===== config.mk =====
export PLATFORM = sky130hd
export DESIGN_NAME = gpio_irq_flat
export DESIGN_NICKNAME = d
export VERILOG_FILES = /design/src/rtl/gpio_irq_pkg.sv /design/src/rtl/gpio_irq_if.sv /design/src/rtl/gpio_irq_filter.sv /design/src/rtl/gpio_irq.sv /design/src/flat_wrapper.sv
export SDC_FILE = /design/constraint.sdc
export NUM_CORES = 1
export LEC_CHECK = 0
export CAP_MARGIN = 20
export CORE_MARGIN = 10
export CORE_UTILIZATION = 30
export CTS_BUF_LIST = sky130_fd_sc_hd__clkbuf_4 sky130_fd_sc_hd__clkbuf_8
export DETAILED_ROUTE_END_ITERATION = 8
export PLACE_DENSITY = 0.47
export SYNTH_ARGS = -nofsm -noshare
export SYNTH_HDL_FRONTEND = slang
export SYNTH_HIERARCHICAL = 1
export SYNTH_SLANG_ARGS = --single-unit

===== constraint.sdc =====
create_clock -name Clk -period 2.85 [get_ports Clk]
set_input_delay 0.285 -clock Clk [delete_from_list [all_inputs] [get_ports Clk]]
set_output_delay 0.285 -clock Clk [all_outputs]
set_load 0.02 [all_outputs]

===== src/rtl/gpio_irq_pkg.sv =====
// Shared constants for the GPIO interrupt block.
// Register addresses and parameter defaults.
package gpio_irq_pkg;

    localparam int NUM_GPIO_DEF = 16;
    localparam int FILT_LEN_DEF = 4;

    localparam int ADDR_W = 4;
    localparam int DATA_W = 16;

    localparam logic [ADDR_W-1:0] ENABLE  = 4'd0;
    localparam logic [ADDR_W-1:0] RISE_EN = 4'd1;
    localparam logic [ADDR_W-1:0] FALL_EN = 4'd2;
    localparam logic [ADDR_W-1:0] PENDING = 4'd3;
    localparam logic [ADDR_W-1:0] LEVEL   = 4'd4;

endpackage


===== src/rtl/gpio_irq_if.sv =====
// Register bus between a host and the GPIO interrupt block.
// Host drives the strobes; the block returns DataRd.
interface gpio_irq_if;
    import gpio_irq_pkg::*;

    logic [ADDR_W-1:0] Addr;
    logic [DATA_W-1:0] DataRd;
    logic [DATA_W-1:0] DataWr;
    logic              En;
    logic              Rd;
    logic              Wr;

    modport master (
        output Addr,
        output DataWr,
        output En,
        output Rd,
        output Wr,
        input  DataRd
    );

    modport slave (
        input  Addr,
        input  DataWr,
        input  En,
        input  Rd,
        input  Wr,
        output DataRd
    );

endinterface


===== src/rtl/gpio_irq_filter.sv =====
// Per-pin synchronizer, glitch filter and edge detector.
// Until Armed, Filt follows Sync directly.
module gpio_irq_filter
    import gpio_irq_pkg::*;
#(
    parameter int FILT_LEN = FILT_LEN_DEF
) (
    input  logic Clk,
    input  logic Reset,
    input  logic Armed,
    input  logic Pin,
    output logic Filt,
    output logic Rise,
    output logic Fall
);

    localparam logic [3:0] CNT_MAX = 4'(FILT_LEN - 1);

    logic       syncA;
    logic       sync;
    logic       filtD;
    logic [3:0] cnt;

    always_ff @(posedge Clk) begin
        if (Reset) begin
            syncA <= 1'b0;
            sync  <= 1'b0;
            Filt  <= 1'b0;
            filtD <= 1'b0;
            cnt   <= '0;
        end else begin
            syncA <= Pin;
            sync  <= syncA;
            filtD <= Filt;
            if (!Armed) begin
                Filt <= sync;
                cnt  <= '0;
            end else if (sync == Filt) begin
                cnt <= '0;
            end else if (cnt == CNT_MAX) begin
                Filt <= sync;
                cnt  <= '0;
            end else begin
                cnt <= cnt + 4'd1;
            end
        end
    end

    // Edges are seen one cycle after Filt moves.
    assign Rise = Filt & ~filtD;
    assign Fall = ~Filt & filtD;

endmodule


===== src/rtl/gpio_irq.sv =====
// GPIO edge interrupt controller: filtered pins, enables,
// write-1-to-clear pending bits and a level interrupt.
module gpio_irq
    import gpio_irq_pkg::*;
#(
    parameter int NUM_GPIO = NUM_GPIO_DEF,
    parameter int FILT_LEN = FILT_LEN_DEF
) (
    input  logic                Clk,
    input  logic                Reset,
    gpio_irq_if.slave           bus,
    input  logic [NUM_GPIO-1:0] P,
    output logic                Irq
);

    localparam logic [4:0] ARM_LAST = 5'(FILT_LEN + 1);

    logic [NUM_GPIO-1:0] enable;
    logic [NUM_GPIO-1:0] riseEn;
    logic [NUM_GPIO-1:0] fallEn;
    logic [NUM_GPIO-1:0] pending;
    logic [NUM_GPIO-1:0] filtVec;
    logic [NUM_GPIO-1:0] riseVec;
    logic [NUM_GPIO-1:0] fallVec;
    logic [NUM_GPIO-1:0] evt;
    logic [NUM_GPIO-1:0] w1c;
    logic [NUM_GPIO-1:0] wrData;
    logic [NUM_GPIO-1:0] rdVal;
    logic [4:0]          armCnt;
    logic                armed;
    logic                wrHit;
    logic                unusedRd;

    assign unusedRd = bus.Rd;

    for (genvar i = 0; i < NUM_GPIO; i++) begin : gPin
        gpio_irq_filter #(
            .FILT_LEN (FILT_LEN)
        ) uFilt (
            .Clk   (Clk),
            .Reset (Reset),
            .Armed (armed),
            .Pin   (P[i]),
            .Filt  (filtVec[i]),
            .Rise  (riseVec[i]),
            .Fall  (fallVec[i])
        );
    end

    always_ff @(posedge Clk) begin
        if (Reset) begin
            armCnt <= '0;
            armed  <= 1'b0;
        end else if (!armed) begin
            if (armCnt == ARM_LAST) armed <= 1'b1;
            else armCnt <= armCnt + 5'd1;
        end
    end

    assign wrHit  = bus.En & bus.Wr;
    assign wrData = bus.DataWr[NUM_GPIO-1:0];

    assign evt = armed ? ((riseVec & riseEn) | (fallVec & fallEn))
                       : '0;
    assign w1c = (wrHit && bus.Addr == PENDING) ? wrData : '0;

    always_ff @(posedge Clk) begin
        if (Reset) begin
            enable  <= '0;
            riseEn  <= '0;
            fallEn  <= '0;
            pending <= '0;
        end else begin
            // A new event beats a same-cycle clear.
            pending <= (pending & ~w1c) | evt;
            if (wrHit) begin
                case (bus.Addr)
                    ENABLE:  enable <= wrData;
                    RISE_EN: riseEn <= wrData;
                    FALL_EN: fallEn <= wrData;
                    default: ;
                endcase
            end
        end
    end

    always_comb begin
        rdVal = '0;
        case (bus.Addr)
            ENABLE:  rdVal = enable;
            RISE_EN: rdVal = riseEn;
            FALL_EN: rdVal = fallEn;
            PENDING: rdVal = pending;
            LEVEL:   rdVal = filtVec;
            default: rdVal = '0;
        endcase
        bus.DataRd = '0;
        bus.DataRd[NUM_GPIO-1:0] = rdVal;
    end

    assign Irq = |(pending & enable);

endmodule


===== src/flat_wrapper.sv =====
// flat-port wrapper written by rule: the top's interface ports become plain ports
module gpio_irq_flat import gpio_irq_pkg::*;
#(
    parameter int NUM_GPIO = NUM_GPIO_DEF,
    parameter int FILT_LEN = FILT_LEN_DEF
)
  (Clk, Reset, P, Irq, bus_Addr, bus_DataWr, bus_En, bus_Rd, bus_Wr, bus_DataRd);
  gpio_irq_if bus_i ();
  input  logic Clk;
  input  logic Reset;
  input  logic [NUM_GPIO-1:0] P;
  output logic Irq;
  input wire logic [$bits(bus_i.Addr)-1:0] bus_Addr;
  input wire logic [$bits(bus_i.DataWr)-1:0] bus_DataWr;
  input wire logic [$bits(bus_i.En)-1:0] bus_En;
  input wire logic [$bits(bus_i.Rd)-1:0] bus_Rd;
  input wire logic [$bits(bus_i.Wr)-1:0] bus_Wr;
  output wire logic [$bits(bus_i.DataRd)-1:0] bus_DataRd;
  assign bus_i.Addr = bus_Addr;
  assign bus_i.DataWr = bus_DataWr;
  assign bus_i.En = bus_En;
  assign bus_i.Rd = bus_Rd;
  assign bus_i.Wr = bus_Wr;
  assign bus_DataRd = bus_i.DataRd;
  gpio_irq #(.NUM_GPIO(NUM_GPIO), .FILT_LEN(FILT_LEN)) u_core (.Clk(Clk), .Reset(Reset), .bus(bus_i), .P(P), .Irq(Irq));
endmodule

==> results.json, run 1 <==
{
  "path_delay_family": "buffers and inverters",
  "syn_inst": 862,
  "relSlewSlack": 0.395,
  "ys_ff_latch": 198,
  "syn_nets": 921,
  "grt-busiest-layer": "met2",
  "tritoncts": "built",
  "cp.arrival_ns": 2.45,
  "antenna_found_initial": 0,
  "vias_per_cell": 4.83,
  "tightest_slew_ns": 0.907,
  "numCtsBuffers": 17,
  "cts_buffer_depth": 2,
  "num_vias": 6258,
  "cp-start-kind": "input port",
  "finalCritPeriodShare": 0.961,
  "power.density_nw_per_um2": 513,
  "crit_buf_inv": 3,
  "required_ns": 2.57,
  "synth-seq-area-share": 0.477,
  "dieArea_um2": 34700,
  "cts-root-buf": "clkbuf_8",
  "critPathMaxStageDelay_ns": 0.70,
  "wl_per_cell_um": 15.3,
  "dieWidth_um": 186,
  "ir_drop_uv": 219,
  "max_clock_freq_mhz": 365,
  "leakage_nw": 3.52,
  "clk_pin_slew_ns": 0.10,
  "fin_setup_tns_ns": 0,
  "syn-cell-area_um2": 8310,
  "hpwl_um": 12900,
  "skew_ns": 0.00999,
  "grt_pass1_vias": 5974,
  "placed_area_um2": 9390,
  "drive_gt1_frac": 0.0964,
  "seq_area_um2": 3970,
  "stdcell_count": 1295,
  "drt_iter0_drc": 427,
  "hold_path_class": "input port to flip-flop",
  "place_congestion": 0.721,
  "status": "finished, final reports clean",
  "drcViolationCount": 0,
  "finalHoldViolations": 0,
  "critical_path_class": "input port to output port",
  "power_mw": 5.04,
  "n_fill_cell": 2788,
  "grt_max_degree": 71,
  "clk_latency_ns": 0.46,
  "antenna_cells": 0,
  "max-cap-violations": 0,
  "grtUsageMet1": 0.148,
  "cp_common_cell": "clkdlybuf4s50_1",
  "cts_hold_buf": 0,
  "rows": 60,
  "drt_first_pass_iters": 7,
  "worstPathCellList": "clkdlybuf4s50_1 > nor4b_4 > buf_12 > a22oi_1 > nand2_1 > clkdlybuf4s50_1",
  "ant_nets": 0,
  "synth.distinct_cells": 42,
  "area_growth_pct": 18.2,
  "dp_cells": 1263,
  "setup_viol": 0,
  "start_util": 0.307,
  "grt-ovfl-total": 0,
  "cp_slowest_cell": "clkdlybuf4s50_1",
  "yosysWarnings": 6,
  "grt_pass1_wl_um": 32300,
  "die_h_um": 186,
  "port_buffers": 56,
  "nets": 969,
  "multi_input_area_um2": 4060,
  "grtUsageTotal": 0.111,
  "h-tree-depth": 4,
  "design_area_um2": 9820,
  "critPathMaxFanout": 33,
  "cp-end-kind": "output port",
  "post-route-min-period_ns": 2.74,
  "cts_setup_buffers": 0,
  "gr-usage-met2": 0.180,
  "drt_wl_total_um": 19800,
  "core_um2": 27100,
  "io-pin-count": 58,
  "drv_slew": 0,
  "grt.met3_usage": 0.0242,
  "rsz0062_at_grt": "false",
  "synth.avg_cell_area_um2": 9.64,
  "clock_sinks": 198
}
[cell usage after synthesis (all sizes together)]
cell type / number / area share
o21ai: 56 / 0.034
xor2: 33 / 0.035
nand4b: 28 / 0.030
nand2: 17 / 0.0077
and3: 16 / 0.012
or3: 3 / 0.0023
nand2b: 38 / 0.033
nand4: 1 / 0.00075
or4b: 1 / 0.0012
ha: 18 / 0.027
xnor2: 11 / 0.012
a31o: 11 / 0.012
a22o: 4 / 0.0042
nor4: 1 / 0.0015
or4: 2 / 0.0018
clkbuf: 28 / 0.013
a222oi: 16 / 0.019
o2111ai: 5 / 0.0090
buf: 12 / 0.0069
dfxtp: 198 / 0.48
and2: 2 / 0.0015
o32ai: 16 / 0.017
inv: 39 / 0.018
nor2: 62 / 0.028
nand3: 49 / 0.030
a221oi: 4 / 0.0042
mux2: 5 / 0.0068
and2b: 5 / 0.0045
a22oi: 32 / 0.029
nor2b: 80 / 0.060
or3b: 11 / 0.015
o31ai: 1 / 0.00090
nor4b: 3 / 0.0065
a21oi: 52 / 0.039
nor4bb: 1 / 0.0012
and4bb: 1 / 0.0015
[what timing repair did]
action | in CTS | in global routing
endpoints found under the hold margin | 0 | 0
endpoints found under the setup margin | 0 | 6
resized for setup | 0 | 1
[flip-flops by register name, summed over array words and instances, names as in the netlist]
signal	flops
u_core/gPin.uFilt/filtD	16
u_core/gPin.uFilt/Filt	16
u_core/armCnt	5
u_core/riseEn	16
u_core/fallEn	16
u_core/pending	16
u_core/gPin.uFilt/sync	16
u_core/armed	1
u_core/enable	16
u_core/gPin.uFilt/cnt	64
u_core/gPin.uFilt/syncA	16
[path summary, 6_finish.rpt]
| kind | from | endpoint | slack (ns) | depth (start not counted) |
|---|---|---|---|---|
| min | Reset | u_core/gPin[14].uFilt/syncA | 0.25 | 2 |
| max | bus_Addr[1] | bus_DataRd[15] | 0.11 | 6 |
| min reg2reg | u_core/gPin[2].uFilt/syncA | u_core/gPin[2].uFilt/sync | 0.44 | 1 |
| max reg2reg | u_core/armed | u_core/pending[0] | 1.02 | 2 |
[where the power goes]
part / internal (mW) / total, mW / switching (mW)
Sequential: 2.81 / 2.84 / 0.0325
Combinational: 0.132 / 0.283 / 0.151
Clock: 0.858 / 1.91 / 1.05
[layout make-up]
type / count / share of cell area
Clock buffer: 19 / 0.0266
Clock inverter: 13 / 0.0164
Inverter: 39 / 0.0149
Multi-Input combinational cell: 585 / 0.414
Sequential cell: 198 / 0.404
Tap cell: 372 / 0.0474
Timing Repair Buffer: 69 / 0.0772
[metal layers]
layer / up-vias / routed length [um]
li1: 3162 / -
met1: 2976 / 9590
met2: 113 / 9280
met3: 7 / 764
met4: 0 / 116
met5: - / 0
[per-stage QoR]
step	setup WS [ns]	utilization	hold WS, ns
final	0.111	0.362	0.248
after global routing	0.0146	0.362	0.234
after CTS	0.0878	0.362	0.238
after detailed placement	0.0868	0.347	0.421
after global placement	0.0915	0.347	0.420
after floorplan	0.921	-	0.357
[logic make-up (layout without fill, tap and decap cells)]
logic type	after synthesis	after routing	synth area share
simple gates	321	321	0.238
flops	198	198	0.477
buf+inv	79	140	0.0374
xor+xnor	44	44	0.0464
compound gates	197	197	0.167
fa+ha+maj	18	18	0.0271
mux	5	5	0.00678
[cell usage in the layout (no fill, tap or decap), types with 8 or more instances in the layout]
cell type,count
dfxtp_1,197
nor2b_1,80
nor2_1,62
clkdlybuf4s50_1,54
nand3_1,49
inv_1,39
a21oi_1,36
nand2b_1,33
xor2_1,33
a22oi_1,32
o21ai_0,29
nand4b_1,28
o21ai_1,27
clkbuf_8,19
ha_1,18
nand2_1,17
a222oi_1,16
and3_1,16
o32ai_1,16
a21oi_2,16
or3b_4,11
xnor2_1,11
a31o_1,11
buf_12,8
(Power assumes the default switching activity.)
==> inputs of run 2 (changes only) <==
--- a/config.mk
+++ b/config.mk
@@ -11,6 +11,7 @@
 export CTS_BUF_LIST = sky130_fd_sc_hd__clkbuf_4 sky130_fd_sc_hd__clkbuf_8
 export DETAILED_ROUTE_END_ITERATION = 8
 export PLACE_DENSITY = 0.47
+export SLEW_MARGIN = 10
 export SYNTH_ARGS = -nofsm -noshare
 export SYNTH_HDL_FRONTEND = slang
 export SYNTH_HIERARCHICAL = 1
==> results of run 2 <==
Final layout, timing and power as in run 1 (identical DEF).
==> inputs of run 3 (changes only) <==
--- a/config.mk
+++ b/config.mk
@@ -6,6 +6,7 @@
 export NUM_CORES = 1
 export LEC_CHECK = 0
 export CAP_MARGIN = 20
+export CORE_ASPECT_RATIO = 1.4
 export CORE_MARGIN = 10
 export CORE_UTILIZATION = 30
 export CTS_BUF_LIST = sky130_fd_sc_hd__clkbuf_4 sky130_fd_sc_hd__clkbuf_8
==> results.json, run 3 (synthesis results as in run 1) <==
{
  "dieWidth_um": 161,
  "max-cap-violations": 0,
  "required_ns": 2.57,
  "largest_reg_flops": 64,
  "dp_cells": 1263,
  "critical_path_class": "input port to output port",
  "drt_wl_total_um": 20100,
  "min-delay-start": "P[7]",
  "clock_sinks": 198,
  "max_clock_freq_mhz": 367,
  "post-route-min-period_ns": 2.72,
  "grt_pass1_wl_um": 33000,
  "worstPathCellList": "clkdlybuf4s50_1 > nor4b_4 > buf_12 > a222oi_1 > nand2_1 > clkdlybuf4s50_1",
  "cts-root-buf": "clkbuf_8",
  "tritoncts": "built",
  "holdPathEnd": "u_core/gPin[7].uFilt/syncA",
  "grt-ovfl-total": 0,
  "num_vias": 6255,
  "numCtsBuffers": 17,
  "placed_area_um2": 9380,
  "nets": 971,
  "place_congestion": 0.719,
  "drv_slew": 0,
  "holdWs_ns": 0.347,
  "dieArea_um2": 34800,
  "layout_common_cells": "dfxtp_1 (197), nor2b_1 (80), nor2_1 (62), clkdlybuf4s50_1 (54), nand3_1 (49)",
  "final_common_cell": "dfxtp_1",
  "critPathMaxFanout": 32,
  "power_mw": 4.96,
  "leakage_nw": 3.53,
  "cp.arrival_ns": 2.44,
  "grt_pass1_vias": 6180,
  "vias_per_cell": 4.83,
  "drcViolationCount": 0,
  "clk_pin_slew_ns": 0.10,
  "cp-start-kind": "input port",
  "ant_nets": 0,
  "drt_iter0_drc": 410,
  "relSlewSlack": 0.402,
  "area_growth_pct": 17.8,
  "port_buffers": 56,
  "die_h_um": 217,
  "fin_setup_tns_ns": 0,
  "status": "finished, final reports clean",
  "rrSetupSlack_ns": 1.14,
  "rsz0062_at_grt": "false",
  "clk_latency_ns": 0.47,
  "setup_viol": 0,
  "io-pin-count": 58,
  "critPathMaxStageDelay_ns": 0.72,
  "antenna_found_initial": 0,
  "grtUsageTotal": 0.116,
  "wl_per_cell_um": 15.5,
  "cts_buffer_depth": 2,
  "cp-end-kind": "output port",
  "power.density_nw_per_um2": 507,
  "tightest_slew_ns": 0.885,
  "skew_ns": 0.00806,
  "cts_hold_buf": 0,
  "rows": 72,
  "hold_path_class": "input port to flip-flop",
  "grt_max_degree": 112,
  "crit_buf_inv": 3,
  "timing.rr.end": "u_core/armCnt[3]",
  "r2r-start": "u_core/armCnt[0]",
  "path_delay_family": "buffers and inverters",
  "finalHoldViolations": 0,
  "drt_first_pass_iters": 5,
  "cp_common_cell": "clkdlybuf4s50_1",
  "cp_slowest_cell": "clkdlybuf4s50_1",
  "h-tree-depth": 4,
  "drive_gt1_frac": 0.0984,
  "ir_drop_uv": 300,
  "design_area_um2": 9790,
  "reg2reg_depth": 4,
  "worst_hold_path.num_cells": 2,
  "finalCritPeriodShare": 0.955,
  "largest-register": "u_core/gPin.uFilt/cnt",
  "start_util": 0.302,
  "hpwl_um": 13000,
  "core_um2": 27500,
  "stdcell_count": 1296
}
[run 3: metal layers]
layer	vias to the layer above	track usage	wire length, um
li1	3164	-	-
met1	3000	0.141	9380
met2	78	0.197	9880
met3	13	0.0251	600
met4	0	0.0408	257
met5	-	0	0
[run 3: area by class of cell]
cell class | count | area (um^2)
fill | 2800 | 17700
multi-input combinational | 585 | 4060
sequential | 198 | 3970
timing repair buffer | 71 | 748
tap | 370 | 463
clock buffer | 20 | 275
inverter | 39 | 146
clock inverter | 12 | 128
antenna | 1 | 2.50
[run 3: worst max-delay path by stage]
| stage | from | endpoint | slack (ns) | cells past startpoint |
|---|---|---|---|---|
| 4_1_cts | bus_Addr[3] | bus_DataRd[15] | 0.08 | 6 |
| 3_5_place_dp | bus_Addr[3] | bus_DataRd[15] | 0.08 | 6 |
| 6_report | bus_Addr[0] | bus_DataRd[0] | 0.13 | 6 |
| 2_1_floorplan | u_core/armed | u_core/armCnt[4] | 0.92 | 4 |
| 3_3_place_gp | bus_Addr[3] | bus_DataRd[15] | 0.11 | 6 |
| 5_1_grt | bus_Addr[1] | bus_DataRd[14] | 0.002 | 6 |
[run 3: worst reg2reg max path: stages (launching register included)]
cell      delay (ns)
dfxtp_1         0.40
ha_1            0.15
nor4bb_1        0.76
or4_1           0.21
a21oi_1         0.06
[run 3: power breakdown]
part           leakage (nW)  total, mW  switching (mW)  internal, mW
clock                 0.208       1.84           0.990         0.847
combinational          1.71      0.286           0.157         0.129
sequential             1.60       2.84          0.0300          2.81
[run 3: per-stage QoR]
step / util / worst slack, ns
after floorplan: - / 0.921
after global placement: 0.341 / 0.111
after global routing: 0.356 / 0.00242
after detailed placement: 0.341 / 0.0804
final: 0.356 / 0.128
after CTS: 0.356 / 0.0772
[run 3: timing repair]
action | 4_1_cts | 5_1_grt
resized for setup | 0 | 1
setup endpoints to repair | 0 | 2
setup buffers | 0 | 0
